`src/rtl/pmp_fault_unit.sv`:
```
// Turns PMP checker failures into a RISC-V access-fault record for the trap logic.
// The lowest-index failing channel wins. A later fault while one is pending only sets lost_fault.
module pmp_fault_unit #(
    parameter int REQ_CHANNEL_NUM = 3,
    parameter int ADDR_WIDTH      = 32,
    parameter int CNT_WIDTH       = 16,
    localparam int CHAN_W         = (REQ_CHANNEL_NUM > 1) ? $clog2(REQ_CHANNEL_NUM) : 1
) (
    input  logic                                        clk,
    input  logic                                        rst_n,
    input  logic [REQ_CHANNEL_NUM-1:0]                  v_req_valid,
    input  logic [REQ_CHANNEL_NUM-1:0][ADDR_WIDTH-1:0]  v_req_addr,
    input  logic [REQ_CHANNEL_NUM-1:0][1:0]             v_req_mode,
    input  logic [REQ_CHANNEL_NUM-1:0]                  v_pass,
    input  logic                                        flush,
    input  logic                                        cnt_clr,
    output logic [REQ_CHANNEL_NUM-1:0]                  v_ok,
    output logic                                        busy,
    output logic                                        exc_valid,
    input  logic                                        exc_ready,
    output logic [3:0]                                  exc_cause,
    output logic [ADDR_WIDTH-1:0]                       exc_tval,
    output logic [CHAN_W-1:0]                           exc_chan,
    output logic [CNT_WIDTH-1:0]                        fault_cnt,
    output logic                                        lost_fault
);

    typedef enum logic {
        IDLE = 1'b0,
        PEND = 1'b1
    } state_e;

    state_e                     state_q, state_d;
    logic [3:0]                 cause_q, cause_d;
    logic [ADDR_WIDTH-1:0]      tval_q, tval_d;
    logic [CHAN_W-1:0]          chan_q, chan_d;
    logic [CNT_WIDTH-1:0]       cnt_q, cnt_d;
    logic                       lost_q, lost_d;

    logic [REQ_CHANNEL_NUM-1:0] fault_vec;
    logic                       any_fault;
    logic [CHAN_W-1:0]          sel_chan;
    logic [ADDR_WIDTH-1:0]      sel_addr;
    logic [1:0]                 sel_mode;
    logic [3:0]                 sel_cause;
    logic                       capture;
    logic                       lost_evt;

    assign busy      = (state_q == PEND);
    assign exc_valid = busy;

    // Mode 00 marks an idle slot, so it neither faults nor reports ok.
    for (genvar gi = 0; gi < REQ_CHANNEL_NUM; gi++) begin : g_chan
        assign fault_vec[gi] = v_req_valid[gi] & (v_req_mode[gi] != 2'b00) & ~v_pass[gi];
        assign v_ok[gi]      = v_req_valid[gi] & (v_req_mode[gi] != 2'b00) & v_pass[gi] & ~busy;
    end

    assign any_fault = |fault_vec;

    // Scan from the top so the lowest failing index is the last one written.
    always_comb begin
        sel_chan = '0;
        sel_addr = '0;
        sel_mode = 2'b00;
        for (int i = REQ_CHANNEL_NUM - 1; i >= 0; i--) begin
            if (fault_vec[i]) begin
                sel_chan = CHAN_W'(i);
                sel_addr = v_req_addr[i];
                sel_mode = v_req_mode[i];
            end
        end
    end

    always_comb begin
        case (sel_mode)
            2'b01:   sel_cause = 4'd5;
            2'b10:   sel_cause = 4'd7;
            2'b11:   sel_cause = 4'd1;
            default: sel_cause = 4'd0;
        endcase
    end

    always_comb begin
        state_d  = state_q;
        capture  = 1'b0;
        lost_evt = 1'b0;
        case (state_q)
            IDLE: begin
                if (any_fault && !flush) begin
                    capture = 1'b1;
                    state_d = PEND;
                end
            end
            PEND: begin
                lost_evt = any_fault;
                if (flush || exc_ready) begin
                    state_d = IDLE;
                end
            end
            default: state_d = IDLE;
        endcase
    end

    always_comb begin
        cause_d = cause_q;
        tval_d  = tval_q;
        chan_d  = chan_q;
        if (capture) begin
            cause_d = sel_cause;
            tval_d  = sel_addr;
            chan_d  = sel_chan;
        end
    end

    // A capture in the clear cycle counts as the first event after the clear.
    always_comb begin
        cnt_d = cnt_q;
        if (capture) begin
            if (cnt_clr) begin
                cnt_d = CNT_WIDTH'(1);
            end else if (!(&cnt_q)) begin
                cnt_d = cnt_q + 1'b1;
            end
        end else if (cnt_clr) begin
            cnt_d = '0;
        end
    end

    always_comb begin
        lost_d = lost_q;
        if (lost_evt) begin
            lost_d = 1'b1;
        end else if (cnt_clr) begin
            lost_d = 1'b0;
        end
    end

    always_ff @(posedge clk or negedge rst_n) begin
        if (!rst_n) begin
            state_q <= IDLE;
            cause_q <= '0;
            tval_q  <= '0;
            chan_q  <= '0;
            cnt_q   <= '0;
            lost_q  <= 1'b0;
        end else begin
            state_q <= state_d;
            cause_q <= cause_d;
            tval_q  <= tval_d;
            chan_q  <= chan_d;
            cnt_q   <= cnt_d;
            lost_q  <= lost_d;
        end
    end

    assign exc_cause  = cause_q;
    assign exc_tval   = tval_q;
    assign exc_chan   = chan_q;
    assign fault_cnt  = cnt_q;
    assign lost_fault = lost_q;

endmodule

```
`config.mk`:
```
export PLATFORM = sky130hd
export DESIGN_NAME = pmp_fault_unit
export DESIGN_NICKNAME = d
export VERILOG_FILES = /design/src/rtl/pmp_fault_unit.sv
export SDC_FILE = /design/constraint.sdc
export NUM_CORES = 1
export LEC_CHECK = 0
export CORE_MARGIN = 10
export CORE_UTILIZATION = 38
export CTS_CLUSTER_DIAMETER = 120
export DETAILED_ROUTE_END_ITERATION = 6
export PLACE_DENSITY = 0.79
export RECOVER_POWER = 100
export SKIP_CTS_REPAIR_TIMING = 1
export SLEW_MARGIN = 10
export SYNTH_ARGS = -nofsm -noshare
export SYNTH_HDL_FRONTEND = slang
export SYNTH_SLANG_ARGS = --single-unit
```
`constraint.sdc`:
```
create_clock -name clk -period 3.2 [get_ports clk]
set_input_delay 0.8 -clock clk [delete_from_list [all_inputs] [get_ports clk]]
set_output_delay 0.8 -clock clk [all_outputs]
set_load 0.03 [all_outputs]
```
# Yosys cells after proc, flatten, opt, wreduce, memory -nomap -nowiden
# Index checks and enable logic that the tools add are counted.
# W data, S select, Z words.
# op_classes
n_addsub	1
eq_ne	4
n_mux	21
bitwise	16
reduce_logical	11
# ops
cell	count
$mux W32	3
$mux W16	4
$add A16 B1 Y16 const B	1
$reduce_and A16 Y1	1
$and A1 B1 Y1	12
$mux W2	6
$reduce_bool A2 Y1	5
$pmux W3 S3	1
$mux W1	6
$eq A2 B2 Y1 const B	2
$not A1 Y1	4
$reduce_or A3 Y1	1
$eq A2 B1 Y1 const B	1
$ne A2 B2 Y1 const B	1
$pmux W1 S2	1
$reduce_and A2 Y1	1
$logic_and A1 B1 Y1	1
$logic_not A1 Y1	1
$logic_or A1 B1 Y1	1
# word_totals
reg_bits	56
in_bits	113
out_inout_bits	60
wordCells	59

# Longest topological paths before layout
# logic_depth
depth_word	9
ltp_mapped	10
mapped_depth_nobuf	8

# Worst setup path before layout
# No wires, ideal clock.
# synth_timing
path_kind	input-to-output
start	in v_req_mode[3] (netlist name)
end	out v_ok[1]
t_arrival_ps	1633
t_required_ps	2400
setup_slack_ps	767
stages	2
n_path_buf	0
cell_sequence	o21ai_1 nor3b_1
# synth_between
elab_chain_cells	4
# synth_rtl
element	line	source
start, declared	13	input logic [REQ_CHANNEL_NUM-1:0][1:0] v_req_mode,
$reduce_bool A2 Y1	55	assign v_ok[gi] = v_req_valid[gi] & (v_req_mode[gi] != 2'b00) & v_pass[gi] & ~busy;
$and A1 B1 Y1 (3 in a row)	55	
end, declared	17	output logic [REQ_CHANNEL_NUM-1:0] v_ok,
# Every way passes these cells.

# Worst setup path in the final report
# layout_timing
start	in v_req_mode[1] (netlist name)
end	out v_ok[0]
# Same word-level chain as after synthesis.

==> summary.txt <==
status - completed
GRT Residual Overflow - 0
Synth area leader - dfrtp_1
die width - 113 µm
CP Class - in -> out
r2r startpoint - fault_cnt[0]
CTS tree - yes
Gate Count Post-Synth - 399
critical path capture point type - primary output
max-slew violations - 0
Total Wirelength - 11300 µm
Max Cap Viol - 0
Hold/Removal Path Class - reg -> reg
final worst-path cycle share - 97.3%
Slew @ Worst Pin - 0.942 ns
Worst EP required - 2.40 ns
largest net degree at the start of global routing - 68
TritonCTS buffer count - 5
Peak VDD IR - 0.231 mV
area share of the largest cell type after synthesis - 42.2%
Setup crit end - v_ok[0]
dpl hpwl - 8740 µm
Bufs on Longest Clock Path - 2
Area contributors post-synth - dfrtp_1 (42%), nand2_1 (9.4%), a31o_2 (8.6%)
fraction of registers with async set/reset - 100%
critical path cell sequence - clkdlybuf4s50_1 -> o21ai_1 -> nor3b_1 -> clkdlybuf4s50_1
vias in the first global route - 3569
drc violations - 0
DRT Pass-1 Iters - 4
via count - 3481
GRT met1 Usage - 19.7%
IO buf count - 171
CP Data Arrival Time - 2.31 ns
Rel. slew slack - 37.2%
Util after Layout - 61.5%
Fmax achieved - 321 MHz
sequential cell area fraction in the yosys report - 42.2%
final setup fails - 0
Critical Path Fanout Max - 3
crit start category - primary input
area grow syn2layout - 56.7%
clk_skew - 0.00987 ns
WL per Instance - 17.2 µm
Core Area - 8300 µm²
min-delay src - exc_cause[1]
DRT iter0 DRCs - 225
# rows - 33
Worst Hold Depth - 2
CP max-delay cell - clkdlybuf4s50_1
Vias/cell - 5.29
die height - 113 µm
Post-Syn Area - 3260 µm²
Worst R2R End - fault_cnt[13]
Final ANT Viol Nets - 0
Pwr Density - 424 nW/µm²
share of cells above drive strength 1 - 11.2%
RSZ-0062 raised after global routing - false
Seq cells post-synth - 55
GRT busiest layer - met2
fin nets - 669
first-pass GRT wire length - 18300 µm
Boundary Pins - 173
EDFF count, synth - 0
Synth cell types - 45
final count of hold timing violations - 0
GRT Util Overall - 17.1%
initial antenna violation count - 0
met2 GRT Util - 30.0%
Worst-path clk slew - 0.10 ns
synth warn - 0
initial core utilization - 39.3%
die footprint - 12700 µm²
Sum Neg Setup Slack - 0 ns
met3 usage - 4.95%
Max H-tree Level - 2
top-count cell post-synth - nand2_1
Post-synth top cells - nand2_1 (82), dfrtp_1 (55), o21ai_0 (45), nand3_1 (38), nor2_1 (37)
clk sinks - 55
Final min period - 3.11 ns
most frequent CP cell - clkdlybuf4s50_1
slowest stage delay, CP - 0.71 ns
RePlAce Congestion - 0.850
internal reg-to-reg setup slack - 1.00 ns
Leakage - 2.15 nW
ANT cells - 0
post-synth net total - 515
CP Launch Point - v_req_mode[1]
clock latency on the worst-skew pair - 0.30 ns
Reg2Reg Depth - 6
Avg Inst Size Synth - 8.17 µm²
CTS Root Cell - clkbuf_8
# fillers - 728
most used flip-flop cell after synthesis - dfrtp_1
==> critical path, delay by kind of cell <==
kind,cells,cell delay (ns)
AOI/OAI and AO/OA,1,0.11
buffers and inverters,2,1.22
and+or+nand+nor,1,0.19
==> layout make-up <==
type                    instances  area, µm²  area share [%]
repair buffers                180       1770            34.7
multi-input cells             309       1710            33.5
flip-flops and latches         55       1380            26.9
well taps                     105        131            2.57
clock buffers                   5       68.8            1.35
clock inverters                 2       37.5           0.735
inverters                       2       7.51           0.147
==> kinds of logic after synthesis <==
family,after synthesis,synth area share [%]
and+or+nand+nor,192,27.1
AOI/OAI and AO/OA,108,22.7
DFF,55,42.2
buffers and inverters,35,5.07
muxes,5,1.65
adders and majority gates,3,1.15
other,1,0.115
==> flip-flops by register name (all words and copies together) (netlist names) <==
signal	cells
exc_cause	3
fault_cnt	16
busy	1
lost_fault	1
exc_chan	2
exc_tval	32
==> per-stage QoR <==
| stage | power, mW | area, µm² | cells | setup slack [ns] | hold slack, ns |
|---|---|---|---|---|---|
| after floorplan | 1.33 | 3260 | 399 | 0.767 | 0.504 |
| after global placement | 1.78 | 5030 | 651 | 0.0575 | 0.458 |
| after detailed placement | 1.80 | 5030 | 651 | 0.0333 | 0.461 |
| after CTS | 2.25 | 5140 | 658 | 0.0299 | 0.407 |
| after global routing | 2.30 | 5110 | 658 | 0.0164 | 0.505 |
| final | 2.16 | 5110 | 658 | 0.0862 | 0.480 |
==> worst min-delay path by stage <==
stage and end:
2_1_floorplan busy, 3_3_place_gp exc_cause[1], 3_5_place_dp exc_cause[1], 4_1_cts fault_cnt[10], 5_1_grt exc_tval[3], 6_report exc_cause[1]
==> routing by layer <==
metal  part of all wire, %  vias up
li1                      -     1709
met1                    41     1635
met2                    50      115
met3                   7.1       22
met4                   2.2        0
met5                     0        -
==> cell usage in the layout (no fill, tap or decap), types with 7 or more instances in the layout <==
| cell | instances |
|---|---|
| a21oi_1 | 11 |
| dfrtp_1 | 55 |
| clkdlybuf4s50_1 | 112 |
| nor2_1 | 36 |
| dlygate4sd3_1 | 57 |
| nand2_1 | 82 |
| or3_1 | 7 |
| a31o_2 | 32 |
| nand3_1 | 38 |
| o21ai_0 | 46 |
==> power by group <==
part | total [mW] | switching, mW | internal (mW)
Sequential | 0.861 | 0.0568 | 0.804
Clock | 0.446 | 0.217 | 0.229
Combinational | 0.858 | 0.486 | 0.372
(Power assumes the default switching activity.)
